### config.mk
export PLATFORM = sky130hd
export DESIGN_NAME = alu_seq
export DESIGN_NICKNAME = d
export VERILOG_FILES = /design/src/rtl/alu_seq.sv
export SDC_FILE = /design/constraint.sdc
export NUM_CORES = 1
export LEC_CHECK = 0
export BUFFER_PORTS_ARGS = -buffer_cell sky130_fd_sc_hd__buf_2
export CORE_MARGIN = 3
export CORE_UTILIZATION = 50
export DETAILED_ROUTE_END_ITERATION = 10
export PLACE_DENSITY_LB_ADDON = 0.05
export SETUP_SLACK_MARGIN = 0.02
export SLEW_MARGIN = 10
export SYNTH_ARGS = -nofsm -noshare
export SYNTH_HDL_FRONTEND = slang
export SYNTH_SLANG_ARGS = --single-unit
### constraint.sdc
create_clock -name clock -period 2.35 [get_ports clock]
set_input_delay 0.3525 -clock clock [delete_from_list [all_inputs] [get_ports clock]]
set_output_delay 0.3525 -clock clock [all_outputs]
set_load 0.03 [all_outputs]
### src/rtl/alu_seq.sv
// alu_seq: handshaked ALU with single-cycle ops and optional iterative mul/div.
// Define ALU_SEQ_MULDIV_EN to build the bit-serial multiplier/divider.
module alu_seq #(
    parameter int WIDTH = 32,
    parameter int SHW = $clog2(WIDTH)
) (
    input  logic             clock,
    input  logic             reset,
    input  logic             in_valid,
    output logic             in_ready,
    input  logic [WIDTH-1:0] data_operandA,
    input  logic [WIDTH-1:0] data_operandB,
    input  logic [4:0]       ctrl_ALUopcode,
    input  logic [SHW-1:0]   ctrl_shiftamt,
    output logic             out_valid,
    input  logic             out_ready,
    output logic [WIDTH-1:0] data_result,
    output logic             isNotEqual,
    output logic             isLessThan,
    output logic             overflow,
    output logic             data_exception
);
    typedef enum logic [1:0] {IDLE, BUSY, DONE} state_t;
    state_t state_q, state_d;
    logic [WIDTH-1:0] res_q, res_d, sum, dif;
    logic neq_q, neq_d, lt_q, lt_d, ovf_q, ovf_d, exc_q, exc_d;
`ifdef ALU_SEQ_MULDIV_EN
    logic [2*WIDTH-1:0] acc_q, acc_d, mc_q, mc_d, mul_acc, mul_full;
    logic [WIDTH-1:0] ra_q, ra_d, a_mag, b_mag, quo, div_res;
    logic [WIDTH:0] rem_s, rem_n;
    logic [SHW-1:0] cnt_q, cnt_d;
    logic neg_q, neg_d, isdiv_q, isdiv_d, mul_ovf, div_ovf, div_ge;
    assign a_mag = data_operandA[WIDTH-1] ? -data_operandA : data_operandA;
    assign b_mag = data_operandB[WIDTH-1] ? -data_operandB : data_operandB;
    // multiply: shift-add on magnitudes, sign applied after the last step
    assign mul_acc = acc_q + (ra_q[0] ? mc_q : '0);
    assign mul_full = neg_q ? -mul_acc : mul_acc;
    assign mul_ovf = !((&mul_full[2*WIDTH-1:WIDTH-1]) || !(|mul_full[2*WIDTH-1:WIDTH-1]));
    // divide: restoring, quotient bits shift into ra_q as dividend bits leave
    assign rem_s = {acc_q[WIDTH-1:0], ra_q[WIDTH-1]};
    assign div_ge = rem_s >= {1'b0, mc_q[WIDTH-1:0]};
    assign rem_n = div_ge ? rem_s - {1'b0, mc_q[WIDTH-1:0]} : rem_s;
    assign quo = {ra_q[WIDTH-2:0], div_ge};
    assign div_res = neg_q ? -quo : quo;
    assign div_ovf = !neg_q && quo[WIDTH-1];
`endif
    assign sum = data_operandA + data_operandB;
    assign dif = data_operandA - data_operandB;

    always_comb begin
        state_d = state_q;
        res_d = res_q;
        neq_d = neq_q;
        lt_d = lt_q;
        ovf_d = ovf_q;
        exc_d = exc_q;
`ifdef ALU_SEQ_MULDIV_EN
        acc_d = acc_q;
        mc_d = mc_q;
        ra_d = ra_q;
        cnt_d = cnt_q;
        neg_d = neg_q;
        isdiv_d = isdiv_q;
`endif
        case (state_q)
            IDLE: if (in_valid) begin
                state_d = DONE;
                neq_d = data_operandA != data_operandB;
                lt_d = $signed(data_operandA) < $signed(data_operandB);
                ovf_d = 1'b0;
                exc_d = 1'b0;
                res_d = '0;
                case (ctrl_ALUopcode)
                    5'd0: begin
                        res_d = sum;
                        ovf_d = (data_operandA[WIDTH-1] == data_operandB[WIDTH-1]) && (sum[WIDTH-1] != data_operandA[WIDTH-1]);
                    end
                    5'd1: begin
                        res_d = dif;
                        ovf_d = (data_operandA[WIDTH-1] != data_operandB[WIDTH-1]) && (dif[WIDTH-1] != data_operandA[WIDTH-1]);
                    end
                    5'd2: res_d = data_operandA & data_operandB;
                    5'd3: res_d = data_operandA | data_operandB;
                    5'd4: res_d = data_operandA << ctrl_shiftamt;
                    5'd5: res_d = $signed(data_operandA) >>> ctrl_shiftamt;
`ifdef ALU_SEQ_MULDIV_EN
                    5'd6: begin
                        state_d = BUSY;
                        acc_d = '0;
                        mc_d = {{WIDTH{1'b0}}, a_mag};
                        ra_d = b_mag;
                        cnt_d = SHW'(WIDTH - 1);
                        neg_d = data_operandA[WIDTH-1] ^ data_operandB[WIDTH-1];
                        isdiv_d = 1'b0;
                    end
                    5'd7: if (data_operandB == '0) exc_d = 1'b1;
                    else begin
                        state_d = BUSY;
                        acc_d = '0;
                        mc_d = {{WIDTH{1'b0}}, b_mag};
                        ra_d = a_mag;
                        cnt_d = SHW'(WIDTH - 1);
                        neg_d = data_operandA[WIDTH-1] ^ data_operandB[WIDTH-1];
                        isdiv_d = 1'b1;
                    end
`endif
                    default: exc_d = 1'b1;
                endcase
            end
`ifdef ALU_SEQ_MULDIV_EN
            BUSY: begin
                acc_d = isdiv_q ? {{(WIDTH-1){1'b0}}, rem_n} : mul_acc;
                mc_d = isdiv_q ? mc_q : mc_q << 1;
                ra_d = isdiv_q ? quo : ra_q >> 1;
                cnt_d = cnt_q - SHW'(1);
                if (cnt_q == '0) begin
                    state_d = DONE;
                    res_d = isdiv_q ? div_res : mul_full[WIDTH-1:0];
                    ovf_d = isdiv_q ? div_ovf : mul_ovf;
                end
            end
`endif
            DONE: if (out_ready) state_d = IDLE;
            default: state_d = IDLE;
        endcase
    end

    always_ff @(posedge clock or posedge reset) begin
        if (reset) begin
            state_q <= IDLE;
            res_q <= '0;
            neq_q <= 1'b0;
            lt_q <= 1'b0;
            ovf_q <= 1'b0;
            exc_q <= 1'b0;
`ifdef ALU_SEQ_MULDIV_EN
            acc_q <= '0;
            mc_q <= '0;
            ra_q <= '0;
            cnt_q <= '0;
            neg_q <= 1'b0;
            isdiv_q <= 1'b0;
`endif
        end else begin
            state_q <= state_d;
            res_q <= res_d;
            neq_q <= neq_d;
            lt_q <= lt_d;
            ovf_q <= ovf_d;
            exc_q <= exc_d;
`ifdef ALU_SEQ_MULDIV_EN
            acc_q <= acc_d;
            mc_q <= mc_d;
            ra_q <= ra_d;
            cnt_q <= cnt_d;
            neg_q <= neg_d;
            isdiv_q <= isdiv_d;
`endif
        end
    end

    assign in_ready = state_q == IDLE;
    assign out_valid = state_q == DONE;
    assign data_result = res_q;
    assign isNotEqual = neq_q;
    assign isLessThan = lt_q;
    assign overflow = ovf_q;
    assign data_exception = exc_q;
endmodule

# ---- Word level (Yosys, flattened, before mapping)
# Cells that the tools add are included.
dict set report word_totals {
  n_memories 0
  out_inout_bits 38
  ff_bits 38
  mem_bits_rw 0
  latchBits 0
  romBits 0
  elab_cells 39
}
dict set report op_classes {
  magnitude_cmp 1
  eq_ne 13
  div_mod_pow 0
  add_sub_neg 2
  reduce_logical 7
  bitwise 2
  n_mul 0
  mux 6
  shifts 2
}
# cell count
set op_table {}
lappend op_table {{$pmux W32 S6} 1}
lappend op_table {{$add A32 B32 Y32} 1}
lappend op_table {{$and A32 B32 Y32} 1}
lappend op_table {{$lt A32 B32 Y1} 1}
lappend op_table {{$ne A32 B32 Y1} 1}
lappend op_table {{$or A32 B32 Y32} 1}
lappend op_table {{$shl A32 B5 Y32} 1}
lappend op_table {{$sshr A32 B5 Y32} 1}
lappend op_table {{$sub A32 B32 Y32} 1}
lappend op_table {{$eq A5 B2 Y1 const B} 2}
lappend op_table {{$eq A5 B3 Y1 const B} 2}
lappend op_table {{$reduce_or A6 Y1} 1}
lappend op_table {{$eq A5 B1 Y1 const B} 1}
lappend op_table {{$logic_not A5 Y1} 1}
lappend op_table {{$mux W2} 2}
lappend op_table {{$pmux W2 S2} 1}
lappend op_table {{$reduce_and A2 Y1} 2}
lappend op_table {{$ne A1 B1 Y1} 3}
lappend op_table {{$eq A2 B2 Y1 const B} 1}
lappend op_table {{$logic_and A1 B1 Y1} 2}
lappend op_table {{$logic_not A2 Y1} 1}
lappend op_table {{$ne A2 B1 Y1 const B} 1}
lappend op_table {{$ne A2 B2 Y1 const B} 1}
lappend op_table {{$pmux W1 S2} 1}
lappend op_table {{other kinds (2)} 2}

# ---- Longest topological paths before layout
# Gate-level depths: netlist of the first run.
dict set report depth {
  ltp_word 4
  mapped_depth 14
  mapped_depth_nobuf 13
}

# ---- Worst setup path before layout of the first run
# Ideal clock, no wire load.
dict set report synth_timing {
  path_type {input to register}
  from {input port data_operandA[16]}
  to {register res_q[30], in the netlist data_result[30]}
  setup_ns 0.082
  required_time_ns 2.268
  t_arrival_ns 2.947
  path_slack_ns -0.679
  n_path_buf 1
  path_stages 11
  path_cell_list {inv_1 -> ha_1 -> buf_6 -> or3_4 -> or4_4 -> nand2b_4 -> o211a_1 -> o21a_1 -> o41a_1 -> or3_1 -> a31oi_1}
}
dict set report synth_between {
  elab_chain_cells 2
}
# item line_no
set synth_lines {}
lappend synth_lines {{start: declaration} 11} ;# input logic [WIDTH-1:0] data_operandA,
lappend synth_lines {{$sub A32 B32 Y32 (tied with other cells)} 48} ;# assign dif = data_operandA - data_operandB;
lappend synth_lines {{$pmux W32 S6 (*)} 73} ;# case (ctrl_ALUopcode)
lappend synth_lines {{end signal: assignment} 146} ;# res_q <= res_d;
lappend synth_lines {{end: declaration} 25} ;# logic [WIDTH-1:0] res_q, res_d, sum, dif;
# Mark *: on every way between the ends. The rest lies on a longest branch, timed or not.
# A chain may end at the register's enable or synchronous reset.

# ---- Worst setup path in the final report of the first run
dict set report layout_timing {
  from {input port data_operandB[1]}
  to {register res_q[29], in the netlist data_result[29]}
}
dict set report layout_between {
  elab_chain_cells 2
}
# item line_no
set layout_lines {}
lappend layout_lines {{start: declaration} 12} ;# input logic [WIDTH-1:0] data_operandB,
lappend layout_lines {{$sub A32 B32 Y32 / $add A32 B32 Y32 (equally long branches)} {48, 47}}
lappend layout_lines {{$pmux W32 S6 (*)} 73}
# Marked as above.

==> flow_summary.ini, run 1 <==
[status]
status = finished with violations
failed_checks = setup timing

[cts]
ctsHoldBuffers = 0
clockRootBuffer = clkbuf_16
clock_latency_ns = 0.29
ctsHtreeMaxLevel = 2
clk_path_buf_depth = 2
path_clk_slew_ns = 0.06
clock-sinks = 37
cts_buffers = 5
cts_tree = built

[detailed_routing]
drt_first_iter_violations = 1789
via_count = 14320
vias_per_cell = 6.540
wl_per_cell_microns = 24.35
post-route-drc-count = 0
postRouteAntennaNets = 0
dr.pass1.iters = 7
wl_microns = 53320

[grt]
antenna_found_initial = 0
grt_usage = 0.4513
grt_overflow_total = 0
grt_pass1_vias = 13340
grt_pass1_wl_microns = 76190
grt_max_degree = 48

[yosys]
ys_ff_latch = 37
seq_area_frac_synth = 0.09277
async_flop_share = 1.000
ys_top_cells_by_count = a21oi_1, nand2_1, nor2_1
synth-edff-count = 0
synthesis.area_sq_um = 9981
syn_nets = 1598
yosysWarnings = 0
synth_area_leader_cell = ha_1
synth.most_common_cell = a21oi_1
synth-main-ff-cell = dfrtp_1
synth-simple-area-share = 0.1796
synthTopCellsByArea = ha_1, dfrtp_1, mux2i_1
synth_cells = 1407
syn_area_per_cell_sq_um = 7.094
synthAdderAreaFrac = 0.1432
synthMuxAreaShare = 0.1611
synth-compound-area-share = 0.3214
synth.distinct_cells = 83
synth_top_cell_area_share = 0.1392
synth_top_family_by_area = compound AO/OA/AOI/OAI gates
synth-xor-area-share = 0.02194

[pwr]
sequentialPowerShare = 0.132
irDropWorstVdd_uv = 247.2
power_density_nw_per_um2 = 331.6
p_sw_frac = 0.4660
p_leak_nw = 7.506
pwr-share-clk = 0.138
p_sw_mw = 2.429
p_comb_frac = 0.730
internal-power_mw = 2.783
total_power_mw = 5.212

[final_layout]
num-nets-final = 2116
final_area_sq_um = 15720
area_delta_synth_final_pct = 57.46
antenna_cells = 0
drive_gt1_frac = 0.4312

[sta]
layout_setup_ws_ns = -0.6702
min_period_ns = 3.020
rsz0062_at_grt = yes
setup-violations-final = 27
clock.fmax_mhz = 331.1
post-route-period-util = 1.285
slew_violations = 0
finalHoldViolCount = 0
tightest_slew_ns = 0.6634
finClkSkew_ns = 0.009854
max_slew_margin = 0.5561

[setup_path]
cp_max_fo = 4
critPathRequiredTime_ns = 2.52
startpoint_type = input port
crit_type = in -> reg
cp.arrival_ns = 3.19
endpoint_kind = register

[place]
dpl-instance-area_sq_um = 14280
dpl.hpwl_microns = 41180
numPortBuffers = 115
pre_cts_ws_ns = -0.9971
routabilityCongestion = 1.098

[die]
pin_count = 116
fp-row-count = 51
dieArea_sq_um = 21690
fp.dieH_microns = 147.3
start_util = 0.5111
core-area_sq_um = 19530
die_x_microns = 147.3

[min_path]
hold_path.class = in -> async

[run]
max_cap_viol_count = 0
layer usage:
metal,track usage,up-vias,routed length [microns]
li1,-,6182,-
met1,0.5852,6618,19180
met2,0.7051,1192,22740
met3,0.1030,331,7305
met4,0.2288,0,4094
met5,0,-,0
layout make-up:
class | instances | area (sq um)
Clock buffer | 6 | 138.9
Sequential cell | 37 | 925.9
Multi-Input combinational cell | 1165 | 9306
Fill cell | 1345 | 3810
Tap cell | 265 | 331.6
Inverter | 104 | 416.7
Timing Repair Buffer | 612 | 4589
Clock inverter | 1 | 7.507
registers in the layout, summed over array words and instances (netlist names):
register / flops
data_result: 32
isLessThan: 1
data_exception: 1
isNotEqual: 1
overflow: 1
state_q: 1
kinds of logic after synthesis:
logic type,after synthesis
AOI/OAI and AO/OA,499
xor gates and xnor gates,25
adders and majority gates,113
buffers and inverters,205
DFF,37
muxes,132
and+or+nand+nor,396
worst paths after layout:
kind	depth (start not counted)	to	slack, ns	from
min reg2reg	2	data_result[6]	0.47	data_result[6]
max	13	data_result[29]	-0.67	data_operandB[1]
min	3	data_exception	0.20	reset
max in group asynchronous	3	data_result[6]	1.74	reset
min in group clock	2	state_q[1]	0.24	out_ready
max reg2reg	9	data_result[25]	0.19	state_q[1]
per-stage QoR:
step,util,cells,TNS (ns),hold slack [ns]
after floorplan,-,1407,-6.566,0.4489
after global placement,0.7315,2156,-20.95,0.4572
after detailed placement,0.7315,2156,-22.87,0.4649
after CTS,0.7705,2171,-8.595,0.2119
after global routing,0.8049,2190,-13.72,0.2578
final,0.8049,2190,-12.04,0.2029
power by group through the flow:
stage,sequential [mW],combinational (mW),clock (mW)
after global routing,0.689,3.96,0.736
after CTS,0.687,3.40,0.720
after global placement,0.697,3.16,0
final,0.688,3.80,0.721
after detailed placement,0.699,3.20,0
after floorplan,0.752,1.56,0
cell usage in the layout, fill, tap and decap left out, types with 20 or more instances in the layout:
master    synthesis  routed
mux4_2           20      20
ha_1            111      97
a21oi_1         138     127
o211ai_1         21      21
a211oi_1         44      34
buf_2            14      99
mux2i_1          83      74
o21ai_1           3      22
inv_1           102      91
mux2_2           29      27
nand2_1         137     135
buf_6             1      32
dfrtp_1          37      37
buf_4             1     470
nor2_1          135     133
o21ai_0         121      89
what timing repair did:
action / CTS / global route
endpoints found under the hold margin: 0 / 0
pin swaps: 84 / 63
setup buffers: 12 / 20
resized for setup: 125 / 101
setup endpoints to repair: 31 / 35
worst max-delay path, stage by stage:
cell and delay (ns):
buf_8 0.08, clkinvlp_4 0.08, buf_4 0.15, ha_4 0.25, o21ba_4 0.20, a2111o_1 0.44
a211oi_4 0.34, o31ai_4 0.15, o221ai_4 0.31, a21o_1 0.22, a211oi_2 0.09, o21ai_1 0.14
or3b_1 0.36
Power figures use the tool's default switching activity.
==> run 2: changes to the inputs <==
--- a/config.mk
+++ b/config.mk
@@ -12,2 +12,3 @@
 export PLACE_DENSITY_LB_ADDON = 0.05
+export RECOVER_POWER = 100
 export SETUP_SLACK_MARGIN = 0.02
==> constraint.sdc (replaced) <==
create_clock -name clock -period 2.35 [get_ports clock]
set_input_delay 0.1175 -clock clock [delete_from_list [all_inputs] [get_ports clock]]
set_output_delay 0.1175 -clock clock [all_outputs]
set_load 0.03 [all_outputs]
==> run 2 against run 1 <==
The run still ends with setup timing left. Core utilization down 5.3 points. Clock skew down 0.0027 ns. Combinational power down 8.4%. Clock-buffer cell count unchanged. First-iteration DRC count up 11%. Clock power up 21%. Worst setup slack better by 0.35 ns. Routed wire length down 4.9%. Cell count down 3.8%. Final area down 6.6%. Via count down 5.0%. Critical path depth up 2. Largest cell class unchanged. Largest power group unchanged.
==> flow_summary.ini, run 2 (synthesis results as in run 1) <==
[status]
status = finished with violations
failed_checks = setup timing

[setup_path]
crit_slowest_cell = or4b_4
crit_type = in -> reg
cp.arrival_ns = 2.84
r2r_start = state_q[1]
endpoint_kind = register
r2r_cells = 9
critPathRequiredTime_ns = 2.53
startpoint_type = input port
r2r_end = data_result[31]
critPathTopFamily = simple AND/OR/NAND/NOR gates
cp_max_fo = 4
ff2ff_setup_slack_ns = -0.08
cpPeakStageDelay_ns = 0.54
path_depth = 15
path_cells = buf_6 -> inv_4 -> ha_4 -> inv_2 -> fa_2 -> nor2b_4 -> o21a_1 -> or4b_4 -> a31oi_1 -> buf_4 -> or4_1 -> and3_1 -> o21ai_2 -> a211oi_1 -> o31ai_2
path_buf_inv = 4

[final_layout]
num-nets-final = 2030
layout_commonest_cell = buf_4
layout.cells.non_filler = 2106
final_area_sq_um = 14690
drive_gt1_frac = 0.3690
largest_reg_flops = 32
nFillCells = 1571
area_delta_synth_final_pct = 47.15
fin_util = 0.7521
mostFrequentLayoutCells = buf_4, nand2_1, nor2_1

[detailed_routing]
dr.pass1.iters = 6
wl_per_cell_microns = 24.08
drt_first_iter_violations = 1993
via_count = 13610
wl_microns = 50710
post-route-drc-count = 0
postRouteAntennaNets = 0
vias_per_cell = 6.463

[sta]
clock.fmax_mhz = 374.9
setup-violations-final = 25
rsz0062_at_grt = yes
slew_violations = 0
finalHoldViolCount = 0
max_slew_margin = 0.2815
layout_setup_ws_ns = -0.3173
finClkSkew_ns = 0.007161
post-route-period-util = 1.135
tightest_slew_ns = 1.078
min_period_ns = 2.667

[min_path]
hold_path.startpoint = out_ready
min_to = state_q[1]
hold_depth = 2
hold_path.class = in -> reg

[place]
routabilityCongestion = 1.069
dpl-instance-area_sq_um = 13790
place_inst = 2088
dpl.hpwl_microns = 41030
pre_cts_ws_ns = -0.7816
numPortBuffers = 115

[cts]
clk_path_buf_depth = 2
cts_buffers = 5
clock_latency_ns = 0.29
clock-sinks = 37
clockRootBuffer = clkbuf_16
path_clk_slew_ns = 0.07
cts_tree = built
ctsHtreeMaxLevel = 2

[grt]
grt_pass1_vias = 12970
grt_max_degree = 74
grt_overflow_total = 0
grt_pass1_wl_microns = 75660
grt_usage = 0.4483
antenna_found_initial = 1

[die]
die_x_microns = 147.3
core-area_sq_um = 19530
dieArea_sq_um = 21690
pin_count = 116
fp.dieH_microns = 147.3
start_util = 0.5111
fp-row-count = 51

[pwr]
irDropWorstVdd_uv = 280.6
power_density_nw_per_um2 = 342.9
p_leak_nw = 6.839

[run]
max_cap_viol_count = 0
run 2: per-layer routing:
layer / track usage / share of wire / vias to the layer above
met5: 0 / 0 / -
met4: 0.2241 / 0.066 / 0
met3: 0.09994 / 0.13 / 226
met2: 0.6871 / 0.42 / 1064
met1: 0.5954 / 0.38 / 6305
li1: - / - / 6017
run 2: area by class of cell:
cell class,instances,area [sq um],area share
multi-input cells,1165,9066,0.6173
diodes,1,2.502,0.0001704
clock buffers,6,138.9,0.009456
flip-flops and latches,37,925.9,0.06304
repair buffers,526,3770,0.2567
inverters,104,414.1,0.02820
well taps,265,331.6,0.02258
clock inverters,2,37.54,0.002556
run 2: through the flow:
| step | power [mW] | setup TNS, ns | hold slack, ns |
|---|---|---|---|
| 2_1_floorplan | 2.295 | -2.043 | 0.2139 |
| 6_report | 5.037 | -3.275 | 0.02784 |
| 4_1_cts | 4.821 | -2.352 | 0.03227 |
| 3_5_place_dp | 3.792 | -15.19 | 0.2787 |
| 5_1_grt | 5.225 | -5.457 | 0.05343 |
| 3_3_place_gp | 3.752 | -14.40 | 0.2696 |
run 2: what timing repair did:
action,CTS,global route
pin swaps,63,44
setup endpoints to repair,27,28
setup buffers,8,5
hold buffers,1,0
gates resized for setup,104,46
endpoints found under the hold margin,37,0
run 2: worst max-delay path by stage:
| stage | start | endpoint | slack [ns] |
|---|---|---|---|
| global placement | data_operandA[5] | data_result[30] | -0.74 |
| floorplan | data_operandB[17] | data_result[30] | -0.40 |
| global route | data_operandB[1] | data_result[16] | -0.44 |
| CTS | data_operandA[16] | data_result[30] | -0.28 |
| detailed placement | data_operandA[5] | data_result[30] | -0.78 |
| finish | data_operandA[0] | data_result[16] | -0.32 |
run 2: power breakdown:
part / internal, mW / total [mW] / switching, mW / leakage, nW
clock: 0.532 / 0.870 / 0.338 / 0.0831
sequential: 0.665 / 0.690 / 0.0246 / 0.500
combinational: 1.49 / 3.48 / 1.99 / 6.26
